===== src/rtl/store_buffer_pkg.sv =====
// Shared types and constants for the store buffer: size-select encodings,
// strobe width and the layout of one queued store.
package store_pkg;

    localparam logic [1:0] SEL_SW = 2'b00;
    localparam logic [1:0] SEL_SB = 2'b01;
    localparam logic [1:0] SEL_SH = 2'b10;

    localparam int STRB_W = 4;
    localparam int WORD_W = 30;

    // The word address is held at full RV32 width; narrower AW is zero-extended.
    typedef struct packed {
        logic [WORD_W-1:0] addr;
        logic [31:0]       wdata;
        logic [STRB_W-1:0] wstrb;
    } entry_t;

endpackage


===== src/rtl/store_lane_align.sv =====
// Combinational byte-lane steering for one store: low-aligned data plus size
// select and byte offset in, lane-positioned data, strobe and misalign flag out.
module store_lane_align
    import store_pkg::*;
(
    input  logic [1:0]        sel,
    input  logic [1:0]        addr_lo,
    input  logic [31:0]       data,
    output logic [31:0]       wdata,
    output logic [STRB_W-1:0] wstrb,
    output logic              misaligned
);

    always_comb begin
        wdata      = '0;
        wstrb      = '0;
        misaligned = 1'b0;
        case (sel)
            SEL_SB: begin
                wdata = {24'b0, data[7:0]} << {addr_lo, 3'b000};
                wstrb = 4'b0001 << addr_lo;
            end
            SEL_SH: begin
                wdata      = {16'b0, data[15:0]} << {addr_lo[1], 4'b0000};
                wstrb      = 4'b0011 << {addr_lo[1], 1'b0};
                misaligned = addr_lo[0];
            end
            // SEL_SW and the unused 2'b11 encoding both behave as a word store.
            default: begin
                wdata      = data;
                wstrb      = 4'b1111;
                misaligned = (addr_lo != 2'b00);
            end
        endcase
    end

endmodule


===== src/rtl/store_buffer.sv =====
// In-order store buffer: lane-steers each store at enqueue and drains the FIFO
// to data memory over valid/ready. Optional load forwarding: STORE_BUFFER_FWD_EN.
module store_buffer
    import store_pkg::*;
#(
    parameter int DEPTH = 4,
    parameter int AW    = 32
) (
    input  logic          clk,
    input  logic          reset,
    input  logic          st_valid,
    output logic          st_ready,
    input  logic [AW-1:0] st_addr,
    input  logic [31:0]   st_data,
    input  logic [1:0]    st_sel,
    output logic          mem_valid,
    input  logic          mem_ready,
    output logic [AW-1:0] mem_addr,
    output logic [31:0]   mem_wdata,
    output logic [3:0]    mem_wstrb,
    output logic          misalign,
    output logic          empty
`ifdef STORE_BUFFER_FWD_EN
    ,
    input  logic [AW-1:0] ld_addr,
    output logic          fwd_hit,
    output logic [31:0]   fwd_data
`endif
);

    localparam int PW = $clog2(DEPTH);
    localparam logic [PW:0] FULL_COUNT = (PW+1)'(DEPTH);

    // Handshakes: a transfer happens on a rising clk edge where valid && ready.
    // Valid never depends combinationally on ready on either side.
    entry_t          entries [DEPTH];
    entry_t          ent_in;
    entry_t          head;
    logic [PW-1:0]   rd_ptr;
    logic [PW-1:0]   wr_ptr;
    logic [PW:0]     count;
    logic [31:0]     al_wdata;
    logic [3:0]      al_wstrb;
    logic            al_misaligned;
    logic            accept;
    logic            push;
    logic            pop;

    store_lane_align u_align (
        .sel        (st_sel),
        .addr_lo    (st_addr[1:0]),
        .data       (st_data),
        .wdata      (al_wdata),
        .wstrb      (al_wstrb),
        .misaligned (al_misaligned)
    );

    always_comb begin
        ent_in       = '0;
        ent_in.addr  = WORD_W'(st_addr[AW-1:2]);
        ent_in.wdata = al_wdata;
        ent_in.wstrb = al_wstrb;
    end

    assign st_ready  = (count != FULL_COUNT);
    assign mem_valid = (count != '0);
    assign empty     = (count == '0);
    assign accept    = st_valid && st_ready;
    assign push      = accept && !al_misaligned;
    assign pop       = mem_valid && mem_ready;

    assign head      = entries[rd_ptr];
    // Head fields are masked so an idle bus reads all zeros.
    assign mem_addr  = mem_valid ? {(AW-2)'(head.addr), 2'b00} : '0;
    assign mem_wdata = mem_valid ? head.wdata : '0;
    assign mem_wstrb = mem_valid ? head.wstrb : '0;

    always_ff @(posedge clk or posedge reset) begin
        if (reset) begin
            rd_ptr   <= '0;
            wr_ptr   <= '0;
            count    <= '0;
            misalign <= 1'b0;
        end else begin
            if (push) begin
                wr_ptr <= wr_ptr + PW'(1);
            end
            if (pop) begin
                rd_ptr <= rd_ptr + PW'(1);
            end
            case ({push, pop})
                2'b10:   count <= count + (PW+1)'(1);
                2'b01:   count <= count - (PW+1)'(1);
                default: count <= count;
            endcase
            // A dropped misaligned store still completes its handshake.
            misalign <= accept && al_misaligned;
        end
    end

    // Storage needs no reset: stale slots are never visible past count.
    always_ff @(posedge clk) begin
        if (push) begin
            entries[wr_ptr] <= ent_in;
        end
    end

`ifdef STORE_BUFFER_FWD_EN
    // Walk oldest to youngest so the last match seen is the youngest one.
    always_comb begin
        logic [PW-1:0] idx;
        fwd_hit  = 1'b0;
        fwd_data = '0;
        idx      = '0;
        for (int i = 0; i < DEPTH; i++) begin
            idx = rd_ptr + PW'(i);
            if (((PW+1)'(i) < count) &&
                (entries[idx].addr == WORD_W'(ld_addr[AW-1:2]))) begin
                fwd_hit  = (entries[idx].wstrb == 4'b1111);
                fwd_data = (entries[idx].wstrb == 4'b1111) ? entries[idx].wdata : '0;
            end
        end
    end
`endif

endmodule


===== config.mk =====
export PLATFORM = sky130hd
export DESIGN_NAME = store_buffer
export DESIGN_NICKNAME = d
export VERILOG_FILES = /design/src/rtl/store_buffer_pkg.sv /design/src/rtl/store_lane_align.sv /design/src/rtl/store_buffer.sv
export SDC_FILE = /design/constraint.sdc
export NUM_CORES = 1
export LEC_CHECK = 0
export ABC_AREA = 1
export CAP_MARGIN = 5
export CORE_ASPECT_RATIO = 1.5
export CORE_MARGIN = 4
export CORE_UTILIZATION = 45
export CTS_BUF_LIST = sky130_fd_sc_hd__clkbuf_4 sky130_fd_sc_hd__clkbuf_8 sky130_fd_sc_hd__clkbuf_16
export CTS_CLUSTER_SIZE = 14
export DETAILED_ROUTE_END_ITERATION = 8
export HOLD_SLACK_MARGIN = 0.12
export PLACE_DENSITY = 0.67
export SYNTH_ARGS = -nofsm -noshare
export SYNTH_HDL_FRONTEND = slang
export SYNTH_SLANG_ARGS = --single-unit

===== constraint.sdc =====
create_clock -name clk -period 8 [get_ports clk]
set_clock_uncertainty 0.15 [all_clocks]
set_input_delay 1.6 -clock clk [delete_from_list [all_inputs] [get_ports clk]]
set_output_delay 1.6 -clock clk [all_outputs]
set_load 0.05 [all_outputs]

Yosys cells after proc, flatten, opt, wreduce, memory -nomap -nowiden. Memory sizes are Yosys's and may differ from the RTL's. Index checks and enable logic that the tools add are counted.

Flip-flop bits (word level): 8. Bits in writable memories: 264. Output and inout bits: 72. Logic and storage cells: 36. Memories: 1.

Memory list: entries (depth 4, bits a word 66, rd ports 1, clocked after memory_dff 0, wr ports 1, RTL line store_buffer.sv:36) `entry_t entries [DEPTH];`.

$add $sub $neg: 4. Equal/unequal tests: 5. Shift-type cells: 4. Muxes and demuxes: 9. Reductions and logical operators: 9.

Operators with widths (count): two-way mux 32 bit (2); one-hot mux 32 bit (2 select lines) (1); << shifter 16 x 5 -> 32 bit (1); << shifter 8 x 5 -> 32 bit (1); one-hot mux 4 bit (2 select lines) (1); one-hot mux 3 bit (2 select lines) (1); adder 2 x 1 -> 2 bit (second input constant) (2); == test 2 x 1 -> 1 bit (second input constant) (2); == test 2 bit (second input constant) (2); logical AND 1 bit (4); two-way mux 4 bit (1); nonzero test 2 bit (2); << shifter 1 x 2 -> 4 bit (first input constant) (1); << shifter 2 x 2 -> 4 bit (first input constant) (1); adder 3 x 1 -> 3 bit (second input constant) (1); logical NOT 3 bit (1); inequality test 3 bit (second input constant) (1); nonzero test 3 bit (1); subtractor 3 x 1 -> 3 bit (second input constant) (1); two-way mux 1 bit (2); one-hot mux 1 bit (2 select lines) (1); logical NOT 1 bit (1).

Depth between registers and ports, before layout.
Depth in word-level cells: 6. Depth in mapped cells: 14. Depth with buffers taken out: 13.

Cells and area by module. A second synthesis with hierarchy kept.

Cell total of the unflattened synthesis: 1242. Area total of the unflattened synthesis: 12296.8 um^2.

By module, submodules not included: store_buffer (times used 1, cells an instance 1107, area an instance 11672.4 um^2, seq. area each 8127.8 um^2); store_lane_align (times used 1, cells an instance 135, area an instance 624.3 um^2, seq. area each 0.0 um^2).

Worst setup path after synthesis. OpenSTA, ideal clock, no wires.

Path kind: input to register. Start: input port st_sel[0]. End: memory entries[0][0] (netlist bit), enable pin. Arrival: 5.275 ns. Data required time: 7.359 ns. Setup slack: 2.085 ns. Stages on the path: 8. Path through: inv_1 > ha_1 > buf_4 > inv_4 > nor2_1 > nor2_2 > nand2_1 > nor2_1.

Longest elaborated chain between the ends: 6. Elaborated cells on any way between the ends: 7.

RTL lines: start, declared (RTL line store_buffer.sv:15) `input logic [1:0] st_sel,`; == test 2 bit / == test 2 x 1 -> 1 bit (equally long branches) (RTL line store_lane_align.sv:18) `case (sel)`; one-hot mux 1 bit (2 select lines) (*) (RTL line store_lane_align.sv:18); logical NOT 1 bit (*) (RTL line store_buffer.sv:69) `assign push = accept && !al_misaligned;`; logical AND 1 bit (*) (RTL line store_buffer.sv:69); two-way mux 1 bit (*) (RTL line store_buffer.sv:103) `if (push) begin`; two-way mux 1 bit (implied by the code) (*) (RTL line store_buffer.sv:104) `entries[wr_ptr] <= ent_in;`; end, declared (RTL line store_buffer.sv:36).

Mark *: on every way between the ends. The rest lies on a longest branch, timed or not.

Worst setup path in the final report.
Start: register rd_ptr[0]. End: output port mem_wdata[10].

Longest elaborated chain between the ends: 2.

RTL lines: start, declared (RTL line store_buffer.sv:39) `logic [PW-1:0] rd_ptr;`; start signal, assigned (RTL line store_buffer.sv:89) `rd_ptr <= rd_ptr + PW'(1);`; memory read (4 x 66 bit); two-way mux 32 bit (RTL line store_buffer.sv:75) `assign mem_wdata = mem_valid ? head.wdata : '0;`; end, declared (RTL line store_buffer.sv:19) `output logic [31:0] mem_wdata,`.

Every way passes these cells.

==> Implementation_results.wiki <==
{| class="wikitable"
! Metric !! Value
|-
| Part of the total power dissipated in the clock network || 19.5%
|-
| Tightest Hold Check Type || flip-flop to flip-flop
|-
| Hold Startpoint || count[0]
|-
| Area after detailed placement || around 13000 um^2
|-
| Gp weighted congestion || between 0.8 and 0.9
|-
| Hold Violations, Final || 0
|-
| Clk root buf || sky130_fd_sc_hd__clkbuf_16
|-
| Switching power as a share of total power || 44.1%
|-
| Average cell area after synthesis || about 11 um^2
|-
| Maximum number of pins on one net before global-route repair || 91
|-
| Kind of launch point of the worst setup path || flip-flop
|-
| # H-tree levels || 1
|-
| Clk sink count || 272
|-
| Setup TNS || 0 ps
|-
| GRT Util Overall || 17.5%
|-
| Source of the critical timing path || rd_ptr[0]
|-
| Unique masters post-synth || 27
|-
| Data required time of the critical path || approximately 6300 ps
|-
| Residual DRC count || 0
|-
| Worst reg-to-reg path cell count || 5
|-
| YS warnings || 0
|-
| Vias after detailed routing || ~7600
|-
| Post-route setup slack || approximately 2300 ps
|-
| Switching Power || 2.53 mW
|-
| Post-DR vias/cell || between 5 and 6
|-
| Filler Cells Inserted || 2173
|-
| Final critical delay including setup and external delays || between 5000 and 6000 ps
|-
| Routed Wire Length || approximately 25 mm
|-
| Count of boundary I/O pins || between 100 and 150
|-
| Fin Hold WS || 356 ps
|-
| VDD IR-drop max || roughly 0.23 mV
|-
| First-pass iteration count of the detailed router || 4
|-
| I/O Buffers || about 140
|-
| Critical path endpoint category || output pin
|-
| Number of buffers added by the clock tree synthesis step || 25
|-
| Arrival time reported for the critical path endpoint || around 4000 ps
|-
| Met2 Track Usage GR || between 30% and 40%
|-
| Final core utilization || 55.1%
|-
| Met3 usage in global routing || roughly 2.6%
|-
| Max Clk Rate || ~170 MHz
|-
| Number of nets in the final layout || 1226
|-
| Slew HR || between 20% and 30%
|-
| Total setup violations reported at the end of the flow || 0
|-
| Run status || finished, final reports clean
|-
| Type of the worst setup path || flip-flop to output pin
|-
| Post-route cell area || between 10000 and 15000 um^2
|-
| Synth-to-layout area growth || 20.6%
|-
| Unrepaired setup endpoints after global routing || false
|-
| Post-synthesis register bit count || 272
|-
| Die Width || 138 um
|-
| Fraction of final layout cells sized beyond drive strength 1 || under 10%
|-
| Worst Path Max Fanout || 76
|-
| Antenna Cells || 0
|-
| Synth Instances || 1026
|-
| Mapped cell area || approximately 11000 um^2
|-
| Internal power contribution || approximately 3.2 mW
|-
| Met1 Use GR || a little over a fifth
|-
| Number of hold-repair buffers added at the cts stage || 0
|-
| First-pass GRT wire length || just under 40 mm
|-
| Most utilized layer in the global route result || met2
|-
| Floorplan die height || about 200 um
|-
| Ratio of total power to cell area || a little over 400 nW/um^2
|-
| Combinational power share || 48.3%
|-
| Total core area || approximately 25000 um^2
|-
| Cell leakage power || 5.14 nW
|-
| Final worst-path cycle share || 71.5%
|-
| Seq pwr share || roughly 32%
|-
| Number of nets still failing antenna checks after routing || 0
|-
| Reg clk slew, reported paths || roughly 60 ps
|-
| Antenna violations before repair || 0
|-
| Insertion delay of the later-clocked pin in the worst-skew pair || ~530 ps
|-
| Floorplan row count || just over 70
|-
| Buffer count from post-CTS setup fixing || 0
|-
| Number of global-route vias before repair || roughly 7400
|-
| Placement Setup Slack || between 2000 and 2500 ps
|-
| PostCTS Resize Cnt || 0
|-
| Full die area || between 20000 and 30000 um^2
|-
| Hold Path Depth || 1
|-
| # Max-Cap Violations || 0
|-
| Seq/Total Area, Yosys || between 70% and 80%
|-
| Post-DP HPWL || ~16 mm
|-
| Total congestion overflow after global routing || 0
|-
| Clock Tree Buf Depth || 3
|-
| TritonCTS clock tree || built
|-
| Number of DRC markers after the initial detailed-route iteration || roughly 470
|-
| Slew @ Worst Pin || roughly 1100 ps
|-
| Routed length per instance || between 15 and 20 um
|-
| Critical register-to-register path startpoint || count[0]
|-
| Max Transition Viols Final || 0
|-
| Initial Utilization || 45.7%
|}
==> logic make-up (layout without fill, tap and decap cells) <==
logic type                 after synthesis  count (layout)  share of synthesized area (%)
AOI/OAI and AO/OA                      152             152                           6.81
DFF                                    272             272                           70.9
xor gates and xnor gates                 3               3                          0.229
other                                    1               2                         0.0327
and+or+nand+nor                        501             501                           16.9
buffers and inverters                   88             226                           4.05
adders and majority gates                9               9                           1.05
==> worst max-delay path, stage by stage (launching register included) <==
cell and delay, ps:
sky130_fd_sc_hd__dfrtp_4 700, sky130_fd_sc_hd__inv_4 640, sky130_fd_sc_hd__buf_4 600, sky130_fd_sc_hd__nand2_1 110, sky130_fd_sc_hd__nand2_1 80, sky130_fd_sc_hd__nand2_1 50
sky130_fd_sc_hd__a21oi_1 300, sky130_fd_sc_hd__clkdlybuf4s50_1 870
==> cell usage after synthesis <==
cell type	number	share of area [%]
sky130_fd_sc_hd__edfxtp_1	264	69
sky130_fd_sc_hd__o211ai_1	8	0.52
sky130_fd_sc_hd__buf_6	8	0.79
sky130_fd_sc_hd__clkbuf_1	12	0.39
sky130_fd_sc_hd__o21ai_1	3	0.13
sky130_fd_sc_hd__inv_4	2	0.11
sky130_fd_sc_hd__fa_1	1	0.17
sky130_fd_sc_hd__buf_1	1	0.033
sky130_fd_sc_hd__nand3b_1	2	0.13
sky130_fd_sc_hd__dfrtp_1	8	1.7
sky130_fd_sc_hd__nor2_2	1	0.055
sky130_fd_sc_hd__buf_4	10	0.66
sky130_fd_sc_hd__xor2_1	2	0.15
sky130_fd_sc_hd__conb_1	1	0.033
sky130_fd_sc_hd__a21oi_1	68	3.0
sky130_fd_sc_hd__o21ai_0	73	3.2
sky130_fd_sc_hd__nand2_1	323	11
sky130_fd_sc_hd__nand2_2	2	0.11
sky130_fd_sc_hd__inv_1	28	0.92
sky130_fd_sc_hd__buf_2	25	1.1
sky130_fd_sc_hd__nor2_4	1	0.098
sky130_fd_sc_hd__nor2_1	149	4.9
sky130_fd_sc_hd__xnor2_1	1	0.076
sky130_fd_sc_hd__nand3_1	22	0.96
sky130_fd_sc_hd__ha_1	8	0.87
sky130_fd_sc_hd__inv_2	2	0.066
sky130_fd_sc_hd__nor3b_1	1	0.066
==> per-stage QoR <==
step,std cells,total power [mW]
finish,1493,5.73
global route,1493,6.04
CTS,1493,5.80
detailed placement,1448,4.68
global placement,1448,4.66
floorplan,1027,3.84
==> registers in the layout (all words and copies together) (netlist names) <==
| register | flops |
|---|---|
| wr_ptr | 2 |
| misalign | 1 |
| rd_ptr | 2 |
| entries | 264 |
| count | 3 |
==> cell type report <==
| cell class | instances | area [um^2] | area share, % |
|---|---|---|---|
| inverters | 32 | 128 | 0.924 |
| clock buffers | 37 | 734 | 5.32 |
| repair buffers | 149 | 1470 | 10.6 |
| well taps | 328 | 410 | 2.97 |
| multi-input cells | 667 | 2900 | 21.0 |
| clock inverters | 8 | 45.0 | 0.326 |
| flip-flops and latches | 272 | 8130 | 58.9 |
==> metal layers <==
metal	up-vias	share of wire, %	wire length [um]
met4	0	3.0	751
met3	52	5.3	1350
met2	229	53	13500
met1	3584	39	9790
li1	3714	-	-
met5	-	0	0
==> power by group through the flow <==
stage          clock network [mW]  registers [mW]  logic (mW)
6_report                     1.12            1.85        2.77
5_1_grt                      1.20            1.87        2.98
4_1_cts                      1.14            1.85        2.81
3_5_place_dp                    0            1.88        2.80
3_3_place_gp                    0            1.87        2.79
2_1_floorplan                   0            1.84        2.00
==> cells in the final DEF (no fill, tap or decap) <==
cell type,count
sky130_fd_sc_hd__nand2_1,323
sky130_fd_sc_hd__edfxtp_1,264
sky130_fd_sc_hd__nor2_1,145
sky130_fd_sc_hd__clkdlybuf4s50_1,139
sky130_fd_sc_hd__o21ai_0,73
sky130_fd_sc_hd__a21oi_1,68
sky130_fd_sc_hd__inv_1,28
sky130_fd_sc_hd__clkbuf_16,25
sky130_fd_sc_hd__nand3_1,22
sky130_fd_sc_hd__buf_4,10
sky130_fd_sc_hd__clkbuf_4,9
sky130_fd_sc_hd__o211ai_1,8
sky130_fd_sc_hd__ha_1,8
sky130_fd_sc_hd__dfrtp_1,7
sky130_fd_sc_hd__nor2_4,5
sky130_fd_sc_hd__clkinv_2,4
sky130_fd_sc_hd__inv_4,3
sky130_fd_sc_hd__o21ai_1,3
sky130_fd_sc_hd__clkbuf_8,3
sky130_fd_sc_hd__nand2_2,2
sky130_fd_sc_hd__xor2_1,2
sky130_fd_sc_hd__nand3b_1,2
sky130_fd_sc_hd__conb_1,2
sky130_fd_sc_hd__inv_6,2
sky130_fd_sc_hd__clkinv_1,2
sky130_fd_sc_hd__nor2_2,1
sky130_fd_sc_hd__xnor2_1,1
sky130_fd_sc_hd__nor3b_1,1
sky130_fd_sc_hd__inv_2,1
sky130_fd_sc_hd__fa_1,1
sky130_fd_sc_hd__dfrtp_4,1
==> worst paths after layout <==
kind / to / slack, ps
min reg2reg: count[0] / 360
max in group asynchronous: rd_ptr[0] / 6270
max reg2reg: entries[3][15] / 4860
min in group asynchronous: rd_ptr[0] / 1170
max: mem_wdata[10] / 2280
min: count[0] / 360
(Power assumes the default switching activity.)
